==> config.mk <==
export PLATFORM = sky130hd
export DESIGN_NAME = cook_timer
export DESIGN_NICKNAME = d
export VERILOG_FILES = /design/src/rtl/cook_timer.sv
export SDC_FILE = /design/constraint.sdc
export NUM_CORES = 1
export LEC_CHECK = 0
export ABC_CLOCK_PERIOD_IN_PS = 2390
export CAP_MARGIN = 40
export CELL_PAD_IN_SITES_DETAIL_PLACEMENT = 0
export CELL_PAD_IN_SITES_GLOBAL_PLACEMENT = 1
export CORE_ASPECT_RATIO = 0.5
export CORE_MARGIN = 4
export CORE_UTILIZATION = 41
export CTS_BUF_LIST = sky130_fd_sc_hd__clkbuf_8
export CTS_CLUSTER_DIAMETER = 40
export DETAILED_ROUTE_END_ITERATION = 7
export PLACE_DENSITY_LB_ADDON = 0.25
export REMOVE_ABC_BUFFERS = 1
export SYNTH_ARGS = -nofsm -noshare
export SYNTH_HDL_FRONTEND = slang
export SYNTH_SLANG_ARGS = --single-unit
==> constraint.sdc <==
create_clock -name clk -period 2.39 [get_ports clk]
set_clock_uncertainty 0.1 [all_clocks]
set_input_delay 0.478 -clock clk [delete_from_list [all_inputs] [get_ports clk]]
set_output_delay 0.478 -clock clk [all_outputs]
set_load 0.03 [all_outputs]
==> src/rtl/cook_timer.sv <==
// BCD MM:SS countdown timer for the microwave controller.
// Keypad digits shift in from the right while idle. The count runs one second
// per CLKS_PER_SEC cycles while the magnetron latch (mag_on) is high, and it
// freezes when mag_on drops. timer_done goes back to the magnetron control.
//
// Handshake: digit_valid is a one-cycle strobe with no back-pressure. A digit
// is taken only in IDLE, when clearn is high, mag_on is low and digit <= 9.
// In every other case the strobe is dropped.
module cook_timer #(
  parameter int CLKS_PER_SEC = 100000000
) (
  input  logic       clk,
  input  logic       rst_n,
  input  logic       mag_on,
  input  logic       clearn,
  input  logic       digit_valid,
  input  logic [3:0] digit,
  output logic [3:0] min_tens,
  output logic [3:0] min_ones,
  output logic [3:0] sec_tens,
  output logic [3:0] sec_ones,
  output logic       timer_done,
  output logic       done_pulse,
  output logic       cooking
);

  localparam int PW = (CLKS_PER_SEC > 1) ? $clog2(CLKS_PER_SEC) : 1;
  localparam logic [PW-1:0] TERM = PW'(CLKS_PER_SEC - 1);

  typedef enum logic [1:0] {IDLE, COOK, PAUSE} state_t;

  // state is kept as a named signal so that checkers can bind to it.
  state_t        state, state_nx;
  logic [PW-1:0] presc, presc_nx;
  logic [3:0]    mt_nx, mo_nx, st_nx, so_nx;
  logic [3:0]    mt_dec, mo_dec, st_dec, so_dec;
  logic          pulse_nx;
  logic          tick;
  logic          dec_zero;

  assign tick       = (presc == TERM);
  assign timer_done = (min_tens == 4'd0) && (min_ones == 4'd0) &&
                      (sec_tens == 4'd0) && (sec_ones == 4'd0);
  assign cooking    = (state == COOK);
  assign dec_zero   = (mt_dec == 4'd0) && (mo_dec == 4'd0) &&
                      (st_dec == 4'd0) && (so_dec == 4'd0);

  // BCD decrement of MM:SS by one second. A seconds borrow reloads 59.
  // 0:00 stays at 0:00.
  always_comb begin
    mt_dec = min_tens;
    mo_dec = min_ones;
    st_dec = sec_tens;
    so_dec = sec_ones;
    if (sec_ones != 4'd0) begin
      so_dec = sec_ones - 4'd1;
    end else if (sec_tens != 4'd0) begin
      so_dec = 4'd9;
      st_dec = sec_tens - 4'd1;
    end else if (min_ones != 4'd0) begin
      so_dec = 4'd9;
      st_dec = 4'd5;
      mo_dec = min_ones - 4'd1;
    end else if (min_tens != 4'd0) begin
      so_dec = 4'd9;
      st_dec = 4'd5;
      mo_dec = 4'd9;
      mt_dec = min_tens - 4'd1;
    end
  end

  // Next state, digits, prescaler and pulse. Clear wins over mag_on handling,
  // and mag_on handling wins over digit entry.
  always_comb begin
    state_nx = state;
    presc_nx = presc;
    mt_nx    = min_tens;
    mo_nx    = min_ones;
    st_nx    = sec_tens;
    so_nx    = sec_ones;
    pulse_nx = 1'b0;
    if (!clearn) begin
      state_nx = IDLE;
      presc_nx = '0;
      mt_nx    = 4'd0;
      mo_nx    = 4'd0;
      st_nx    = 4'd0;
      so_nx    = 4'd0;
    end else begin
      case (state)
        IDLE: begin
          if (mag_on) begin
            // Starting with an empty count is a protocol violation, so stay here.
            if (!timer_done) state_nx = COOK;
          end else if (digit_valid && (digit <= 4'd9)) begin
            mt_nx = min_ones;
            mo_nx = sec_tens;
            st_nx = sec_ones;
            so_nx = digit;
          end
        end
        COOK: begin
          presc_nx = tick ? '0 : presc + PW'(1);
          if (tick) begin
            mt_nx = mt_dec;
            mo_nx = mo_dec;
            st_nx = st_dec;
            so_nx = so_dec;
            if (dec_zero) begin
              pulse_nx = 1'b1;
              state_nx = IDLE;
              presc_nx = '0;
            end else if (!mag_on) begin
              state_nx = PAUSE;
            end
          end else if (!mag_on) begin
            state_nx = PAUSE;
          end
        end
        PAUSE: begin
          // The prescaler holds here, so a partial second carries over when cooking resumes.
          if (mag_on) state_nx = COOK;
        end
        default: state_nx = IDLE;
      endcase
    end
  end

  // Register stage with asynchronous reset.
  always_ff @(posedge clk or negedge rst_n) begin
    if (!rst_n) begin
      state      <= IDLE;
      presc      <= '0;
      min_tens   <= 4'd0;
      min_ones   <= 4'd0;
      sec_tens   <= 4'd0;
      sec_ones   <= 4'd0;
      done_pulse <= 1'b0;
    end else begin
      state      <= state_nx;
      presc      <= presc_nx;
      min_tens   <= mt_nx;
      min_ones   <= mo_nx;
      sec_tens   <= st_nx;
      sec_ones   <= so_nx;
      done_pulse <= pulse_nx;
    end
  end

endmodule

==> results.py <==
metrics = {
    "outcome": {
        "status": "finished clean",
    },
    "drt": {
        "wl_met1_mm": 4.31,
        "dr.pass1.iters": 4,
        "remaining_drc_errors": 0,
        "wl_met3_um": 333,
        "drt_iter0_drc": 232,
        "finalWirelength_mm": 9.13,
        "wl_met2_mm": 4.35,
        "top_layer": "met4",
        "vias_per_cell": 5.89,
        "wl_per_cell_um": 17.4,
        "vias": 3088,
        "ant_nets": 0,
    },
    "cts": {
        "clk_pin_slew_ps": 100,
        "cts-htree-levels": 2,
        "clock_latency_ps": 320,
        "root_buffer": "clkbuf_8",
        "hold_buffers": 0,
        "clk_path_buf_depth": 2,
        "numCtsBuffers": 5,
        "cts.sinks": 46,
        "cts_tree": "yes",
    },
    "global_route": {
        "grt_pass1_vias": 3046,
        "grt_max_degree": 32,
        "grt_first_pass_wirelength_mm": 15.1,
        "antenna_found_initial": 0,
        "track_usage": 0.198,
        "grt_overflow": 0,
    },
    "final_layout": {
        "antennaDiodeCount": 0,
        "layout-drive-gt1-share": 0.252,
        "finalNetCount": 442,
        "utilization": 0.554,
        "synthToLayoutAreaGrowth_pct": 29.7,
    },
    "power": {
        "clockPowerShare": 0.301,
        "swShare": 0.336,
        "power_switching_uw": 708,
        "cellInternalPower_uw": 1400,
        "ir_drop_mv": 0.238,
        "cellLeakagePower_uw": 0.00170,
        "p_comb_frac": 0.313,
        "seqPwrFrac": 0.386,
        "power_density_nw_per_um2": 513,
    },
    "critical_path": {
        "cp_slowest_stage_delay_ps": 400,
        "r2r_start": "min_ones[1]$_DFFE_PN0P_",
        "critPathRequiredTime_ps": 2490,
        "end_kind": "flop",
        "arrival_ps": 2420,
        "ff2ff_setup_slack_ps": 60,
        "worstSetupStartpointType": "flop",
        "crit_path_cell_trace": "inv_1 > ha_4 > nor3b_4 > buf_4 > a31oi_1 > a211oi_1 > nand4_1 > nor4_1",
        "crit_type": "flop to flop",
        "critPathSlowestCell": "dfrtp_1",
        "regToRegEndpoint": "done_pulse$_DFF_PN0_",
        "cp_max_fo": 8,
        "r2r_cells": 8,
    },
    "sta": {
        "fmaxAchievable_ghz": 0.430,
        "tightest_slew_ps": 585,
        "fin_ws_ps": 63.3,
        "fin_crit_sh": 0.974,
        "slew_viol_final": 0,
        "slew_headroom": 0.610,
        "min_period_ps": 2330,
        "timing.hold.ws_ps": 44.3,
        "rsz0062_at_grt": "true",
        "finalHoldViolCount": 0,
        "setup_viol": 0,
        "setup_tns_ps": 0,
    },
    "logic_synthesis": {
        "syn_inst": 368,
        "synthTopCellsByArea": "dfrtp_1, o21ai_0, nand2_1, mux2i_1, nor2_1",
        "ys_warn_count": 0,
        "synth-main-ff-cell": "dfrtp_1",
        "yosysMostFrequentCell": "nand2_1",
        "synth_cell_types": 60,
        "syn_avg_cell_area_um2": 8.60,
        "yosys.area.top_type": "dfrtp_1",
        "synth_top_cell_area_share": 0.364,
        "synth_edf_count": 0,
        "ys_seq_elements": 46,
        "syn_area_um2": 3160,
        "synthTopCellsByCount": "nand2_1, dfrtp_1, o21ai_0, nor2_1, nand3_1",
        "async_flop_share": 1.00,
        "ys_seq_area_frac": 0.364,
    },
    "floorplanning": {
        "fp-row-count": 22,
        "start_util": 0.427,
        "die_x_um": 132,
        "die-area_um2": 9270,
        "pin_count": 28,
        "fp.coreArea_um2": 7400,
        "die_h_um": 70.1,
    },
    "placement": {
        "dp_slack_ps": 37.8,
        "port_buffers": 27,
        "dpl.hpwl_mm": 6.18,
        "globalplace.congestion": 0.877,
    },
    "worst_hold_path": {
        "hold_path.class": "input pin to async pin",
    },
    "flow_run": {
        "drv_cap": 0,
    },
}
==> worst max path at each step <==
stage | from | end | slack, ps | cells past startpoint
floorplan | min_ones[0]$_DFFE_PN0P_ | state[1]$_DFFE_PN0P_ | -430 | 8
global route | sec_ones[1]$_DFFE_PN0P_ | state[1]$_DFFE_PN0P_ | -80 | 10
detailed placement | min_ones[0]$_DFFE_PN0P_ | state[1]$_DFFE_PN0P_ | 40 | 9
global placement | clearn | presc[12]$_DFFE_PN0N_ | 80 | 5
finish | min_ones[1]$_DFFE_PN0P_ | done_pulse$_DFF_PN0_ | 60 | 8
CTS | sec_ones[1]$_DFFE_PN0P_ | timer_done | 10 | 7
==> flip-flops by register name (all words and copies together), names as in the netlist <==
name and count:
min_tens 4, sec_ones 4, done_pulse 1, sec_tens 4
presc 27, state 2, min_ones 4
==> per-stage QoR <==
step / std cells / total power (µW) / cell area, µm²
after floorplan: 348 / 1150 / 3030
after global placement: 507 / 1370 / 3730
after detailed placement: 507 / 1380 / 3730
after CTS: 520 / 2050 / 3920
after global routing: 524 / 2210 / 4100
final: 524 / 2110 / 4100
==> worst max-delay path, delay by kind of cell, from the launching register on <==
family	cells	cell delay, ps
DFF	1	400
AOI/OAI and AO/OA	2	400
and+or+nand+nor	3	820
buffers and inverters	2	310
adders and majority gates	1	170
==> metal layers <==
| metal | global-route usage | vias to the layer above |
|---|---|---|
| met5 | 0 | - |
| met4 | 0.0576 | 0 |
| met3 | 0.0360 | 14 |
| met2 | 0.329 | 69 |
| met1 | 0.267 | 1536 |
| li1 | - | 1469 |
==> kinds of logic after synthesis <==
kind of cell,count (synthesis),share of synthesized area
xor gates and xnor gates,5,0.0138
adders and majority gates,6,0.0237
buffers and inverters,32,0.0558
muxes,15,0.0478
DFF,46,0.364
and+or+nand+nor,163,0.280
AOI/OAI and AO/OA,101,0.215
==> final cells by class <==
cell class | instances | area (µm²)
fillers | 676 | 3300
multi-input cells | 290 | 1990
flip-flops and latches | 46 | 1150
repair buffers | 72 | 681
well taps | 96 | 120
clock buffers | 5 | 68.8
inverters | 12 | 45.0
clock inverters | 3 | 43.8
==> layout by cell type, fill, tap and decap left out, drive strengths merged, types with 4 or more instances in the layout <==
| cell | Yosys | layout |
|---|---|---|
| nand2 | 50 | 50 |
| buf | 10 | 48 |
| dfrtp | 46 | 46 |
| o21ai | 46 | 46 |
| nor2 | 33 | 33 |
| clkdlybuf4s50 | 0 | 24 |
| nand3 | 16 | 16 |
| nand4 | 15 | 15 |
| mux2i | 14 | 14 |
| inv | 12 | 13 |
| a21oi | 11 | 11 |
| nor3 | 9 | 9 |
| a31oi | 8 | 8 |
| o31ai | 8 | 8 |
| nor4 | 7 | 7 |
| ha | 6 | 6 |
| xnor2 | 5 | 5 |
| and3 | 5 | 5 |
| clkbuf | 10 | 5 |
| a211oi | 5 | 5 |
| nand2b | 4 | 4 |
| o41ai | 4 | 4 |
| nor3b | 4 | 4 |
| or3b | 4 | 4 |
==> repair_timing <==
| item | CTS | global route |
|---|---|---|
| endpoints found under the hold margin | 0 | 0 |
| pin swaps | 0 | 5 |
| setup buffers | 5 | 4 |
| setup endpoints to repair | 1 | 21 |
| gates resized for setup | 2 | 35 |
==> power groups by stage <==
stage          Clock (µW)  Combinational (µW)  Sequential [µW]
2_1_floorplan           0                 300              851
3_3_place_gp            0                 550              824
3_5_place_dp            0                 557              824
4_1_cts               643                 597              810
5_1_grt               679                 712              815
6_report              635                 660              812
(Power assumes the default switching activity.)
